[src/rtl/mmm_nlp_90b_ctrl.sv]
// Montgomery modular-multiply sequencer around the 5-stage 90b NLP multiplier.
// Runs T=a*b, m=T*N' mod 2^IDW, P=m*N, then (T+P)>>IDW with a final conditional subtract.
module mmm_nlp_90b_ctrl #(
  parameter int IDW     = 90,
  parameter int ODW     = 181,
  parameter int MUL_LAT = 5
) (
  input  logic           i_clk,
  input  logic           i_rst,
  input  logic           i_valid,
  output logic           o_ready,
  input  logic [IDW-1:0] i_a,
  input  logic [IDW-1:0] i_b,
  input  logic [IDW-1:0] i_n,
  input  logic [IDW-1:0] i_nprime,
  output logic           o_valid,
  input  logic           i_ready,
  output logic [IDW-1:0] o_res,
  output logic           o_busy,
  output logic [IDW-1:0] o_mul_a,
  output logic [IDW-1:0] o_mul_b,
  output logic           o_mul_carry,
  input  logic [ODW-1:0] i_mul_res
);

  localparam int CW = $clog2(MUL_LAT + 1);
  localparam logic [CW-1:0] CNT_MAX = CW'(MUL_LAT);

  typedef enum logic [2:0] {
    IDLE, MUL_T, MUL_M, MUL_U, FINAL, DONE
  } state_t;

  state_t           state_q, state_d;
  logic [CW-1:0]    cnt_q, cnt_d;
  logic [IDW-1:0]   n_q, n_d;
  logic [IDW-1:0]   np_q, np_d;
  logic [2*IDW-1:0] t_q, t_d;
  logic [ODW-1:0]   s_q, s_d;
  logic [IDW-1:0]   res_q, res_d;
  logic             valid_q, valid_d;
  logic [IDW-1:0]   mul_a_q, mul_a_d;
  logic [IDW-1:0]   mul_b_q, mul_b_d;

  logic             phase_end;
  logic [IDW:0]     u;
  logic [IDW:0]     u_sub;
  logic             unused_bits;

  assign phase_end = (cnt_q == CNT_MAX);
  assign u         = s_q[ODW-1:IDW];
  assign u_sub     = u - {1'b0, n_q};

  // The multiplier operand registers double as storage for a, b and m.
  always_comb begin
    state_d = state_q;
    cnt_d   = cnt_q;
    n_d     = n_q;
    np_d    = np_q;
    t_d     = t_q;
    s_d     = s_q;
    res_d   = res_q;
    valid_d = valid_q;
    mul_a_d = mul_a_q;
    mul_b_d = mul_b_q;
    case (state_q)
      IDLE: begin
        if (i_valid) begin
          mul_a_d = i_a;
          mul_b_d = i_b;
          n_d     = i_n;
          np_d    = i_nprime;
          cnt_d   = '0;
          state_d = MUL_T;
        end
      end
      MUL_T, MUL_M, MUL_U: begin
        if (!phase_end) begin
          cnt_d = cnt_q + 1'b1;
        end else begin
          cnt_d = '0;
          if (state_q == MUL_T) begin
            t_d     = i_mul_res[2*IDW-1:0];
            mul_a_d = i_mul_res[IDW-1:0];
            mul_b_d = np_q;
            state_d = MUL_M;
          end else if (state_q == MUL_M) begin
            mul_a_d = i_mul_res[IDW-1:0];
            mul_b_d = n_q;
            state_d = MUL_U;
          end else begin
            s_d     = {1'b0, t_q} + {1'b0, i_mul_res[2*IDW-1:0]};
            state_d = FINAL;
          end
        end
      end
      FINAL: begin
        res_d   = (u >= {1'b0, n_q}) ? u_sub[IDW-1:0] : u[IDW-1:0];
        valid_d = 1'b1;
        state_d = DONE;
      end
      DONE: begin
        if (i_ready) begin
          valid_d = 1'b0;
          state_d = IDLE;
        end
      end
      default: state_d = IDLE;
    endcase
  end

  always_ff @(posedge i_clk) begin
    if (i_rst) begin
      state_q <= IDLE;
      cnt_q   <= '0;
      n_q     <= '0;
      np_q    <= '0;
      t_q     <= '0;
      s_q     <= '0;
      res_q   <= '0;
      valid_q <= 1'b0;
      mul_a_q <= '0;
      mul_b_q <= '0;
    end else begin
      state_q <= state_d;
      cnt_q   <= cnt_d;
      n_q     <= n_d;
      np_q    <= np_d;
      t_q     <= t_d;
      s_q     <= s_d;
      res_q   <= res_d;
      valid_q <= valid_d;
      mul_a_q <= mul_a_d;
      mul_b_q <= mul_b_d;
    end
  end

  assign unused_bits = ^{i_mul_res[ODW-1], s_q[IDW-1:0], u_sub[IDW]};

  assign o_ready     = (state_q == IDLE);
  assign o_busy      = (state_q != IDLE);
  assign o_valid     = valid_q;
  assign o_res       = res_q;
  assign o_mul_a     = mul_a_q;
  assign o_mul_b     = mul_b_q;
  assign o_mul_carry = 1'b0;

endmodule
[config.mk]
export PLATFORM = sky130hd
export DESIGN_NAME = mmm_nlp_90b_ctrl
export DESIGN_NICKNAME = d
export VERILOG_FILES = /design/src/rtl/mmm_nlp_90b_ctrl.sv
export SDC_FILE = /design/constraint.sdc
export NUM_CORES = 2
export LEC_CHECK = 0
export BUFFER_PORTS_ARGS = -buffer_cell sky130_fd_sc_hd__buf_4
export CAP_MARGIN = 20
export CORE_AREA = 2 2 317 319
export DETAILED_ROUTE_END_ITERATION = 7
export DIE_AREA = 0 0 319 321
export PLACE_DENSITY = 0.7
export SYNTH_ARGS = -nofsm -noshare
export SYNTH_HDL_FRONTEND = slang
export SYNTH_SLANG_ARGS = --single-unit
[constraint.sdc]
create_clock -name i_clk -period 4.4 [get_ports i_clk]
set_clock_uncertainty 0.05 [all_clocks]
set_input_delay 0.88 -clock i_clk [delete_from_list [all_inputs] [get_ports i_clk]]
set_output_delay 0.88 -clock i_clk [all_outputs]
set_load 0.02 [all_outputs]
==> Word level (Yosys, flattened, before mapping) <==
Cells that the tools add are included.
{ "classes": {"add_sub_neg": 3, "n_mul": 0, "n_div": 0, "magnitude_cmp": 1, "n_eq_ne": 10, "shift": 0, "muxes": 22, "n_bitwise": 2, "n_reduce_logical": 12} }
{ "op_table": {"columns": ["op", "count"], "rows": [
  ["2-to-1 mux 90 bit", 9],
  ["case mux 90 bit (2 select lines)", 2],
  ["adder 180 x 180 -> 181 bit", 1],
  [">= comparator 91 x 90 -> 1 bit", 1],
  ["subtractor 90 bit", 1],
  ["2-to-1 mux 3 bit", 7],
  ["case mux 3 bit (4 select lines)", 1],
  ["equality test 3 bit (second input constant)", 3],
  ["AND reduction 4 bit", 2],
  ["equality test 3 x 2 -> 1 bit (second input constant)", 2],
  ["inequality test 2 bit (second input constant)", 3],
  ["case mux 3 bit (2 select lines)", 1],
  ["AND reduction 2 bit", 3],
  ["AND reduction 3 bit", 2],
  ["nonzero test 2 bit", 2],
  ["adder 3 x 1 -> 3 bit (second input constant)", 1],
  ["equality test 3 x 1 -> 1 bit (second input constant)", 1],
  ["zero test 3 bit", 1],
  ["inequality test 3 bit (second input constant)", 1],
  ["nonzero test 3 bit", 1],
  ["OR reduction 3 bit", 1],
  ["inverter 1 bit", 2],
  ["case mux 1 bit (2 select lines)", 1],
  ["2-to-1 mux 1 bit", 1]
]} }
{ "word_totals": {"regBits": 818, "latch_bits": 0, "ram_bits": 0, "romBits": 0, "inputBits": 545, "out_inout_bits": 274, "wordCells": 60, "memories": 0} }

==> Logic depth before layout (Yosys ltp) <==
{ "logic_depth": {"ltp_word": 5, "ltp_mapped": 17, "ltp_nobuf": 15} }

==> Least setup slack after synthesis <==
OpenSTA, ideal clock, no wires.
{ "synth_path": {"path_kind": "in2reg", "startpoint": "input i_mul_res[91]", "endpoint": "register s_q[173]", "t_arrival_ps": 3412, "t_required_ps": 4226, "setup_slack_ps": 814, "path_stages": 12, "path_buffers": 1, "path_cell_list": "ha_1 > clkbuf_1 > nand2_1 > nor4_1 > nand3_1 > nor2_1 > a31oi_1 > a2111oi_0 > a21oi_1 > o21ai_1 > a211oi_1 > a2111o_1"} }
{ "synth_via": {"elab_chain_len": 1} }
{ "synth_rtl": {"columns": ["item", "line_no", "text"], "rows": [
  ["start: declaration", "23", "input logic [ODW-1:0] i_mul_res"],
  ["adder 180 x 180 -> 181 bit", "91", "s_d = {1'b0, t_q} + {1'b0, i_mul_res[2*IDW-1:0]};"],
  ["end signal: assignment", "118", "s_q <= '0;"],
  ["end signal: assignment", "129", "s_q <= s_d;"],
  ["end: declaration", "38", "logic [ODW-1:0] s_q, s_d;"]
]} }
No other way between the ends.
A chain may end at the register's enable or synchronous reset.

==> Final worst setup path <==
{ "layout_path": {"startpoint": "register n_q[0]", "endpoint": "register res_q[84] (netlist: o_res[84])"} }
{ "layout_via": {"elab_chain_len": 2, "elab_cells_between_ends": 3, "cone_classes": "1 x add/sub; 1 x order compare; 1 x mux"} }
{ "layout_rtl": {"columns": ["item", "line_no", "text"], "rows": [
  ["start: declaration", "35", "logic [IDW-1:0] n_q, n_d;"],
  ["start signal: assignment", "126", "n_q <= n_d;"],
  ["subtractor 90 bit / >= comparator 91 x 90 -> 1 bit (equally long branches)", "51, 97", null],
  ["2-to-1 mux 90 bit *", "97", "res_d = (u >= {1'b0, n_q}) ? u_sub[IDW-1:0] : u[IDW-1:0];"],
  ["end signal: assignment", "130", "res_q <= res_d;"],
  ["end: declaration", "39", "logic [IDW-1:0] res_q, res_d;"]
]} }
Mark *: on every way between the ends. The rest lies on a longest branch, timed or not.

==> impl_metrics.py <==
metrics = {
    "run_status": {
        "status": "finished clean",
    },
    "floorplan": {
        "rows": 116,
        "start_util_pct": 45.6,
        "core_sq_um": 99300,
        "dieHeight_microns": 321,
        "die_area_sq_um": 102000,
        "die_x_microns": 319,
        "ios": 819,
    },
    "critical_path": {
        "cp-startpoint": "n_q[0]$_SDFFE_PP0P_",
        "ff2ff_setup_slack_ps": 180,
        "cp.required_ps": 4870,
        "critPathLaunchType": "flop",
        "r2r_cells": 15,
        "path_max_fanout": 4,
        "worst_setup_path_end_kind": "flop",
        "worstSetupPathType": "reg -> reg",
        "r2r_start": "n_q[0]$_SDFFE_PP0P_",
        "worstPathArrival_ps": 4690,
    },
    "logic_synthesis": {
        "synth_most_common_cell": "nand2_1",
        "synth_ff_type": "dfxtp_1",
        "yosysTopAreaCell": "dfxtp_1",
        "syn_nets": 7177,
        "synth_seq_area_share_pct": 32.2,
        "synth_top_area_share_pct": 32.2,
        "synthTopCellsByCount": "nand2_1 (1610), a21oi_1 (959), dfxtp_1 (728)",
        "ys.warnings.count": 0,
        "async_flop_share_pct": 0,
        "syn_area_per_cell_sq_um": 7.11,
        "synth_seq_cells": 728,
        "synth_area_leaders": "dfxtp_1 (32%), nand2_1 (13%), a21oi_1 (11%), ha_1 (7.4%), o21ai_0 (4.5%)",
        "synth.distinct_cells": 96,
        "synthCells": 6362,
        "synth_area_sq_um": 45200,
        "synth_edf_count": 0,
    },
    "cells_and_area": {
        "nets": 7889,
        "drive_above_1_share_pct": 17.5,
        "syn_to_final_growth_pct": 24.3,
        "fillCellCount": 9718,
        "instances_no_fill": 8449,
        "finish.utilization_pct": 56.6,
        "fin_area_sq_um": 56200,
    },
    "timing": {
        "hold_violations": 0,
        "fmax_ghz": 0.237,
        "period_needed_ps": 4220,
        "finalSetupTns_ps": 0,
        "hold_slack_ps": 401,
        "fin_ws_ps": 183,
        "rsz0062_at_grt": "no",
        "setup_viol": 0,
        "fin_crit_sh_pct": 95.8,
        "worst_slew_pin_slew_ps": 1140,
        "relSlewSlack_pct": 23.8,
        "slew_viol_final": 0,
    },
    "placed_design": {
        "portBuffers": 816,
        "hpwl_microns": 142000,
        "dp.cells": 8288,
        "pre_cts_ws_ps": -159,
        "placed_area_sq_um": 53400,
        "place.gp.congestion": 1.00,
    },
    "pwr": {
        "p_total_mw": 17.0,
        "pwr-share-clk_pct": 41.4,
        "swShare_pct": 28.9,
        "combPwrFrac_pct": 17.4,
        "p_per_area_nw_per_um2": 303,
        "power.leakage_nw": 23.8,
        "switchingPower_mw": 4.92,
        "p_int_mw": 12.1,
        "max-vdd-ir-drop_uv": 268,
        "sequentialPowerShare_pct": 41.2,
    },
    "grt": {
        "antenna_found_initial": 25,
        "grt_pass1_vias": 46100,
        "grt-ovfl-total": 0,
        "grt_pass1_wl_microns": 274000,
        "grt_usage_pct": 33.9,
        "grt_max_degree": 215,
    },
    "cts": {
        "cts_root_buf": "clkbuf_16",
        "cts.clk_slew.worst_paths_ps": 60,
        "cts_setup_buffers": 0,
        "cts_tree": "yes",
        "post_cts_resized": 0,
        "htree_levels": 3,
        "worstSkewPairLatency_ps": 670,
        "cts_hold_buf": 0,
        "cts.sinks": 728,
        "cts_made_buffers": 82,
        "clockBufferDepth": 3,
    },
    "drt": {
        "vias": 49600,
        "first_iter_violations": 4889,
        "wl_microns": 183000,
        "first_pass_iters": 6,
        "drc": 0,
        "wire_per_inst_microns": 21.7,
        "ant_nets": 0,
        "viasPerCell": 5.87,
    },
    "run": {
        "drv_cap": 0,
    },
    "worst_hold_path": {
        "hp-start": "o_mul_b[28]$_SDFFE_PP0P_",
        "hp-class": "reg -> reg",
        "worstHoldPathCells": 2,
    },
}
final timing paths:
path | endpoint
worst max register to register | o_res[84]$_SDFFE_PP0P_
worst min register to register | o_mul_b[28]$_SDFFE_PP0P_
worst max-delay path | o_res[84]$_SDFFE_PP0P_
worst min-delay path | o_mul_b[28]$_SDFFE_PP0P_
power groups by stage:
stage / logic, mW / registers [mW] / clock network [mW]
floorplan: 1.48 / 7.29 / 0
global placement: 2.90 / 7.14 / 0
detailed placement: 2.92 / 7.15 / 0
CTS: 2.93 / 7.01 / 7.15
global route: 3.21 / 7.04 / 7.40
finish: 2.97 / 7.01 / 7.05
logic make-up after synthesis:
family,Yosys count,synth area share (%)
AND/OR/NAND/NOR,2426,22.6
AO/OA/AOI/OAI,2120,28.2
flip-flops,728,32.2
buffers and inverters,605,5.26
adder cells (fa/ha/maj),270,7.48
XOR/XNOR,152,2.94
multiplexers,60,1.33
other,1,0.00829
flip-flops by register name, indices dropped and copies added, names as in the netlist:
signal / flops
cnt_q: 3
n_q: 90
np_q: 90
o_mul_a: 90
o_mul_b: 90
o_res: 90
o_valid: 1
s_q: 91
state_q: 3
t_q: 180
final cells by class:
| cell class | instances | area (sq um) | area share (%) |
|---|---|---|---|
| Multi-Input combinational cell | 5029 | 28400 | 50.5 |
| Sequential cell | 728 | 14600 | 25.9 |
| Timing Repair Buffer | 1064 | 8230 | 14.6 |
| Clock buffer | 121 | 2420 | 4.30 |
| Tap cell | 1298 | 1620 | 2.89 |
| Inverter | 169 | 634 | 1.13 |
| Clock inverter | 24 | 308 | 0.548 |
| Antenna cell | 16 | 40.0 | 0.0712 |
cell usage in the layout (no fill, tap or decap), types with 19 or more instances in the layout:
master,n
buf_12,19
a31oi_1,33
clkbuf_16,83
a21boi_0,23
dfxtp_1,726
nand2_1,1608
a211oi_1,44
o21bai_1,74
clkbuf_8,20
ha_1,269
nor4_1,28
o211ai_1,33
a22oi_1,96
a21o_1,132
a21oi_1,958
inv_1,167
a311oi_1,92
nand4_1,163
buf_4,1044
nor2_1,357
o31ai_1,21
o21ai_1,54
and3_1,23
o21a_1,32
nor3_1,69
xor2_1,67
o21ai_0,404
nand3_1,58
xnor2_1,85
mux2i_1,59
routing by layer:
| layer | track usage (%) | wire [microns] |
|---|---|---|
| met1 | 45.7 | 80500 |
| met2 | 54.1 | 81700 |
| met3 | 5.77 | 13800 |
| met4 | 13.3 | 7130 |
| met5 | 0 | 132 |
critical path, stage by stage (launching register included):
cell	delay [ps]
dfxtp_1	450
ha_1	210
inv_1	50
fa_1	430
a211oi_1	330
o21ai_1	170
o2111ai_1	360
o221ai_1	300
a21o_1	300
a221oi_2	250
buf_4	180
o21ba_2	170
o21a_1	260
o21ai_0	160
xnor2_1	300
o21ai_1	100
No activity file was read; power rests on OpenSTA's default activity.
